<file path="src/rtl/alu_mdu_if.sv">
// Handshake and operand/result bundle between the EX stage and the alu_mdu execute unit.
interface alu_mdu_if #(
  parameter int unsigned d_width = 32,
  parameter int unsigned op      = 5
);
  logic               in_valid;
  logic               in_ready;
  logic [op-1:0]      operator;
  logic [d_width-1:0] a;
  logic [d_width-1:0] b;
  logic               out_valid;
  logic               out_ready;
  logic [d_width-1:0] c;
  logic               zero;

  modport master (
    output in_valid, operator, a, b, out_ready,
    input  in_ready, out_valid, c, zero
  );

  modport slave (
    input  in_valid, operator, a, b, out_ready,
    output in_ready, out_valid, c, zero
  );
endinterface

</file>
<file path="src/rtl/alu_mdu.sv">
// RV32IM execute unit: single-cycle ALU ops plus a bit-serial shift-add multiplier and
// restoring divider working on operand magnitudes, all results registered with a zero flag.
module alu_mdu #(
  parameter int unsigned d_width = 32,
  parameter int unsigned op      = 5
) (
  input logic      clk,
  input logic      rst_n,
  alu_mdu_if.slave bus
);

  localparam int unsigned ShW  = $clog2(d_width);
  localparam int unsigned CntW = $clog2(d_width + 1);

  localparam logic [op-1:0] OpAdd  = op'(0);
  localparam logic [op-1:0] OpSub  = op'(1);
  localparam logic [op-1:0] OpSll  = op'(2);
  localparam logic [op-1:0] OpSlt  = op'(3);
  localparam logic [op-1:0] OpSltu = op'(4);
  localparam logic [op-1:0] OpXor  = op'(5);
  localparam logic [op-1:0] OpSrl  = op'(6);
  localparam logic [op-1:0] OpSra  = op'(7);
  localparam logic [op-1:0] OpOr   = op'(8);
  localparam logic [op-1:0] OpAnd  = op'(9);
  localparam logic [op-1:0] OpMul  = op'(10);
  localparam logic [op-1:0] OpMulh = op'(11);
  localparam logic [op-1:0] OpMulu = op'(12);
  localparam logic [op-1:0] OpDiv  = op'(13);
  localparam logic [op-1:0] OpDivu = op'(14);
  localparam logic [op-1:0] OpRem  = op'(15);
  localparam logic [op-1:0] OpRemu = op'(16);

  typedef enum logic [1:0] {StIdle, StBusy, StDone} state_e;

  state_e             state_q, state_d;
  logic [CntW-1:0]    cnt_q, cnt_d;
  logic [d_width-1:0] c_q, c_d;
  logic               zero_q, zero_d;
  logic [op-1:0]      op_q, op_d;
  logic [d_width-1:0] hi_q, hi_d;
  logic [d_width-1:0] lo_q, lo_d;
  logic [d_width-1:0] opnd_q, opnd_d;
  logic [d_width-1:0] a_q, a_d;
  logic               neg_q, neg_d;
  logic               nega_q, nega_d;
  logic               dz_q, dz_d;
  logic               ovf_q, ovf_d;

  logic               accept;
  logic               is_mdu;
  logic               signed_op;
  logic               a_sgn, b_sgn;
  logic [ShW-1:0]     shamt;
  logic [d_width-1:0] simple_res;

  assign bus.in_ready  = (state_q == StIdle) || ((state_q == StDone) && bus.out_ready);
  assign bus.out_valid = (state_q == StDone);
  assign bus.c         = c_q;
  assign bus.zero      = zero_q;

  assign accept    = bus.in_valid && bus.in_ready;
  assign is_mdu    = (bus.operator >= OpMul) && (bus.operator <= OpRemu);
  assign signed_op = (bus.operator == OpMul) || (bus.operator == OpMulh) ||
                     (bus.operator == OpDiv) || (bus.operator == OpRem);
  assign a_sgn     = signed_op && bus.a[d_width-1];
  assign b_sgn     = signed_op && bus.b[d_width-1];
  assign shamt     = bus.b[ShW-1:0];

  always_comb begin
    simple_res = '0;
    case (bus.operator)
      OpAdd:   simple_res = bus.a + bus.b;
      OpSub:   simple_res = bus.a - bus.b;
      OpSll:   simple_res = bus.a << shamt;
      OpSlt:   simple_res = {{(d_width-1){1'b0}}, $signed(bus.a) < $signed(bus.b)};
      OpSltu:  simple_res = {{(d_width-1){1'b0}}, bus.a < bus.b};
      OpXor:   simple_res = bus.a ^ bus.b;
      OpSrl:   simple_res = bus.a >> shamt;
      OpSra:   simple_res = $signed(bus.a) >>> shamt;
      OpOr:    simple_res = bus.a | bus.b;
      OpAnd:   simple_res = bus.a & bus.b;
      default: simple_res = '0;
    endcase
  end

  // One iteration of either datapath; hi holds product-high / partial remainder,
  // lo holds multiplier / dividend being shifted into the quotient.
  logic [d_width:0]     mul_sum, div_shift, div_diff;
  logic                 div_ok;
  logic                 is_div_q;
  logic [d_width-1:0]   iter_hi, iter_lo;
  logic [2*d_width-1:0] prod, prod_s;
  logic [d_width-1:0]   quo_s, rem_s, final_res;

  assign is_div_q = (op_q >= OpDiv);

  always_comb begin
    mul_sum   = {1'b0, hi_q} + (lo_q[0] ? {1'b0, opnd_q} : '0);
    div_shift = {hi_q, lo_q[d_width-1]};
    div_diff  = div_shift - {1'b0, opnd_q};
    div_ok    = ~div_diff[d_width];
    if (is_div_q) begin
      iter_hi = div_ok ? div_diff[d_width-1:0] : div_shift[d_width-1:0];
      iter_lo = {lo_q[d_width-2:0], div_ok};
    end else begin
      iter_hi = mul_sum[d_width:1];
      iter_lo = {mul_sum[0], lo_q[d_width-1:1]};
    end
  end

  // Sign correction and divide special cases, applied on the last iteration.
  always_comb begin
    prod      = {iter_hi, iter_lo};
    prod_s    = neg_q ? -prod : prod;
    quo_s     = neg_q ? -iter_lo : iter_lo;
    rem_s     = nega_q ? -iter_hi : iter_hi;
    final_res = '0;
    case (op_q)
      OpMul:          final_res = prod_s[d_width-1:0];
      OpMulh, OpMulu: final_res = prod_s[2*d_width-1:d_width];
      OpDiv, OpDivu:  final_res = dz_q ? '1 : (ovf_q ? a_q : quo_s);
      OpRem, OpRemu:  final_res = dz_q ? a_q : (ovf_q ? '0 : rem_s);
      default:        final_res = '0;
    endcase
  end

  always_comb begin
    state_d = state_q;
    cnt_d   = cnt_q;
    c_d     = c_q;
    zero_d  = zero_q;
    op_d    = op_q;
    hi_d    = hi_q;
    lo_d    = lo_q;
    opnd_d  = opnd_q;
    a_d     = a_q;
    neg_d   = neg_q;
    nega_d  = nega_q;
    dz_d    = dz_q;
    ovf_d   = ovf_q;
    case (state_q)
      StBusy: begin
        hi_d = iter_hi;
        lo_d = iter_lo;
        if (cnt_q == CntW'(1)) begin
          c_d     = final_res;
          zero_d  = (final_res == '0);
          cnt_d   = '0;
          state_d = StDone;
        end else begin
          cnt_d = cnt_q - 1'b1;
        end
      end
      default: begin
        if (accept) begin
          if (is_mdu) begin
            op_d    = bus.operator;
            hi_d    = '0;
            lo_d    = a_sgn ? -bus.a : bus.a;
            opnd_d  = b_sgn ? -bus.b : bus.b;
            a_d     = bus.a;
            neg_d   = a_sgn ^ b_sgn;
            nega_d  = a_sgn;
            dz_d    = (bus.b == '0);
            ovf_d   = signed_op && (bus.a == {1'b1, {(d_width-1){1'b0}}}) && (bus.b == '1);
            cnt_d   = CntW'(d_width);
            state_d = StBusy;
          end else begin
            c_d     = simple_res;
            zero_d  = (simple_res == '0);
            state_d = StDone;
          end
        end else if (state_q == StDone && bus.out_ready) begin
          state_d = StIdle;
        end
      end
    endcase
  end

  always_ff @(posedge clk or negedge rst_n) begin
    if (!rst_n) begin
      state_q <= StIdle;
      cnt_q   <= '0;
      c_q     <= '0;
      zero_q  <= 1'b0;
      op_q    <= '0;
      hi_q    <= '0;
      lo_q    <= '0;
      opnd_q  <= '0;
      a_q     <= '0;
      neg_q   <= 1'b0;
      nega_q  <= 1'b0;
      dz_q    <= 1'b0;
      ovf_q   <= 1'b0;
    end else begin
      state_q <= state_d;
      cnt_q   <= cnt_d;
      c_q     <= c_d;
      zero_q  <= zero_d;
      op_q    <= op_d;
      hi_q    <= hi_d;
      lo_q    <= lo_d;
      opnd_q  <= opnd_d;
      a_q     <= a_d;
      neg_q   <= neg_d;
      nega_q  <= nega_d;
      dz_q    <= dz_d;
      ovf_q   <= ovf_d;
    end
  end

endmodule

</file>
<file path="src/flat_wrapper.sv">
// flat-port wrapper written by rule: the top's interface ports become plain ports
module alu_mdu_flat 
#(
  parameter int unsigned d_width = 32,
  parameter int unsigned op      = 5
)
  (clk, rst_n, bus_in_valid, bus_operator, bus_a, bus_b, bus_out_ready, bus_in_ready, bus_out_valid, bus_c, bus_zero);
  alu_mdu_if #(.d_width(d_width), .op(op)) bus_i ();
  input logic clk;
  input logic rst_n;
  input wire logic [$bits(bus_i.in_valid)-1:0] bus_in_valid;
  input wire logic [$bits(bus_i.operator)-1:0] bus_operator;
  input wire logic [$bits(bus_i.a)-1:0] bus_a;
  input wire logic [$bits(bus_i.b)-1:0] bus_b;
  input wire logic [$bits(bus_i.out_ready)-1:0] bus_out_ready;
  output wire logic [$bits(bus_i.in_ready)-1:0] bus_in_ready;
  output wire logic [$bits(bus_i.out_valid)-1:0] bus_out_valid;
  output wire logic [$bits(bus_i.c)-1:0] bus_c;
  output wire logic [$bits(bus_i.zero)-1:0] bus_zero;
  assign bus_i.in_valid = bus_in_valid;
  assign bus_i.operator = bus_operator;
  assign bus_i.a = bus_a;
  assign bus_i.b = bus_b;
  assign bus_i.out_ready = bus_out_ready;
  assign bus_in_ready = bus_i.in_ready;
  assign bus_out_valid = bus_i.out_valid;
  assign bus_c = bus_i.c;
  assign bus_zero = bus_i.zero;
  alu_mdu #(.d_width(d_width), .op(op)) u_core (.clk(clk), .rst_n(rst_n), .bus(bus_i));
endmodule
</file>
<file path="config.mk">
export PLATFORM = sky130hd
export DESIGN_NAME = alu_mdu_flat
export DESIGN_NICKNAME = d
export VERILOG_FILES = /design/src/rtl/alu_mdu_if.sv /design/src/rtl/alu_mdu.sv /design/src/flat_wrapper.sv
export SDC_FILE = /design/constraint.sdc
export NUM_CORES = 1
export LEC_CHECK = 0
export CAP_MARGIN = 0
export CORE_MARGIN = 3
export CORE_UTILIZATION = 30
export DETAILED_ROUTE_END_ITERATION = 10
export GPL_ROUTABILITY_DRIVEN = 0
export PLACE_DENSITY = 0.44
export SETUP_SLACK_MARGIN = 0.3
export SYNTH_ARGS = -nofsm -noshare
export SYNTH_HDL_FRONTEND = slang
export SYNTH_SLANG_ARGS = --single-unit
</file>
<file path="constraint.sdc">
create_clock -name clk -period 6.22 [get_ports clk]
set_clock_uncertainty 0.2 [all_clocks]
set_input_delay 0.933 -clock clk [delete_from_list [all_inputs] [get_ports clk]]
set_output_delay 0.933 -clock clk [all_outputs]
set_load 0.02 [all_outputs]
</file>
==> impl_metrics.yaml <==
floorplan:
  start_util_pct: 30.56
  io_pins: 108
  die_area_sq_mm: 0.08947
  die_x_um: 299.1
  core_area_sq_mm: 0.08435
  rows: 106
  dieHeight_um: 299.1
yosys:
  synth_ff_type: "dfrtp_1"
  mappedNetlistArea_sq_mm: 0.02578
  synth-edff-count: 0
  synth_most_common_cell: "nand2_1"
  ys_ff_latch: 178
  yosys_warnings: 0
  synth_top_area_cell: "dfrtp_1"
  synth_cells: 3444
  synth_top_area_share_pct: 17.28
  ys_seq_area_share_pct: 17.28
  synthTopCellsByCount: "388 x nand2_1, 321 x o21ai_0, 260 x nor2_1, 231 x a21oi_1, 186 x clkbuf_1"
  yosys.cell_types.count: 107
  synth_area_per_cell_sq_um: 7.484
  synth_area_leaders: "dfrtp_1 17%, ha_1 8.1%, o21ai_0 6.2%, nand2_1 5.7%, mux4_2 5.4%"
  syn-num-nets: 3688
  synthArstFlopShare_pct: 100.0
timing:
  fin_setup_tns_ns: 0
  worst_pin_slew_ns: 1.239
  finalSetupViolations: 0
  fin_crit_ns: 5.821
  rsz0062_at_grt: "yes"
  drv_slew: 0
  slew_headroom_pct: 16.81
  fmax_mhz: 171.8
  period_share_pct: 93.58
  finalHoldViolCount: 0
power:
  irDropWorstVdd_mv: 0.2609
  p_per_area_mw_per_mm2: 531.4
  leakage_nw: 12.49
routing:
  wl_mm: 140.3
  via_per_inst: 6.239
  vias: 29450
  drc: 0
  drtPass1Iterations: 9
  postRouteAntennaNets: 0
  drtIter0Drc: 3134
  wl_per_cell_um: 29.73
layout:
  utilization_pct: 35.59
  final_area_sq_mm: 0.03002
  area_growth_pct: 16.47
  nets: 3815
  drive_above_1_share_pct: 13.23
  stdcell_count: 4720
clock_network:
  clk_pin_slew_ns: 0.08
  clock_sinks: 178
  ctsHtreeMaxLevel: 4
  clk_latency_ns: 0.50
  root_buffer: "clkbuf_16"
  clockBufferDepth: 2
  numCtsBuffers: 17
  hold_buffers: 0
  tritoncts: "built"
grt:
  grt_use_met1_pct: 39.11
  grt_use_met2_pct: 48.19
  antenna_found_initial: 15
  grt_max_degree: 113
  grt_overflow: 0
  busiest_layer: "met2"
  grt_pass1_wl_mm: 202.6
  grtUsageMet3_pct: 5.823
  track_usage_pct: 30.42
  grt_pass1_vias: 27960
critical_path:
  endpoint_kind: "register"
  crit_fanout: 8
  r2r_cells: 22
  worst-setup-path-type: "in2reg"
  startpoint_type: "primary input"
  worstPathRequired_ns: 6.44
  arrival_ns: 6.04
min_path:
  hold_class: "in2async"
flow_run:
  cap_violations: 0
placed_design:
  dp.cells: 4682
  portBuffers: 107
  dp.final_hpwl_mm: 112.0
  place_area_sq_mm: 0.02923
outcome:
  status: "completed"
## stage by stage
stage               hold WS [ns]  setup slack (ns)  power, mW
floorplan                 0.2507            0.3822      9.574
global placement          0.2681          -0.06724      14.34
detailed placement        0.2730          -0.06967      14.24
CTS                       0.2854            0.2362      15.53
global route              0.2948            0.2667      16.90
finish                    0.2574            0.3994      15.95
## kinds of logic after synthesis
group	share of synthesized area, %
buf+inv	6.262
compound gates	32.05
simple gates	21.97
xor+xnor	4.791
flops	17.28
fa+ha+maj	8.417
mux	9.233
## power breakdown
part | leakage [nW] | switching (mW) | total, mW | internal, mW
registers | 2.27 | 0.622 | 2.29 | 1.67
clock network | 0.274 | 0.594 | 1.18 | 0.583
logic | 9.95 | 8.01 | 12.5 | 4.48
## cell type report
class,count,area (sq um)
Antenna cell,3,7.507
Tap cell,1134,1419
Clock buffer,20,456.7
Inverter,150,563.0
Timing Repair Buffer,362,3039
Sequential cell,178,4454
Clock inverter,11,118.9
Multi-Input combinational cell,2862,19960
Fill cell,9165,54330
## state kept, by name, summed over array words and instances (netlist names)
name	count
u_core.hi_q	32
u_core.bus.zero	1
u_core.state_q	2
u_core.neg_q	1
u_core.a_q	32
u_core.cnt_q	6
u_core.bus.c	32
u_core.op_q	5
u_core.ovf_q	1
u_core.nega_q	1
u_core.opnd_q	32
u_core.lo_q	32
u_core.dz_q	1
## path summary, 6_finish.rpt
kind / start / endpoint / slack [ns]
worst max-delay path: bus_a[19] / u_core.bus.zero / 0.40
worst min-delay path: rst_n / u_core.lo_q[4] / 0.26
worst max register to register: u_core.hi_q[29] / u_core.bus.zero / 0.45
worst min register to register: u_core.bus.c[5] / u_core.bus.c[5] / 0.29
max in group asynchronous: rst_n / u_core.opnd_q[18] / 4.37
min in group clk: u_core.bus.c[5] / u_core.bus.c[5] / 0.29
## critical path, stage by stage
cell and delay, ns:
clkdlybuf4s50_1 0.56, mux4_2 0.64, mux2_2 0.33, and2_0 0.15, o21ai_0 0.32, o211ai_1 0.36, or2_2 0.41, nor4_2 0.36
o211ai_1 0.15, nor4_1 0.49, nand4_1 0.19, nor4b_1 0.33, nand4_1 0.19, nor3_1 0.31, and4_1 0.23, a211o_1 0.09
## per-layer routing
metal  routed length, um  up-vias
met3               11140      320
met5                  86        -
li1                    -    13260
met2               62690     1396
met1               57680    14460
met4                8711       12
## timing repair
action | 4_1_cts | 5_1_grt
endpoints found under the setup margin | 2 | 15
pin swaps | 2 | 9
buffers inserted | 2 | 2
resized for setup | 9 | 29
## cell usage in the layout (no fill, tap or decap), types with 86 or more instances in the layout
master	count
o21ai_0	319
nor2_1	258
clkdlybuf4s50_1	100
ha_1	163
inv_1	144
dfrtp_1	178
nand2_1	386
nor3_1	86
a21oi_1	228
xnor2_1	108
buf_4	251
nand3_1	95
Power figures use the tool's default switching activity.
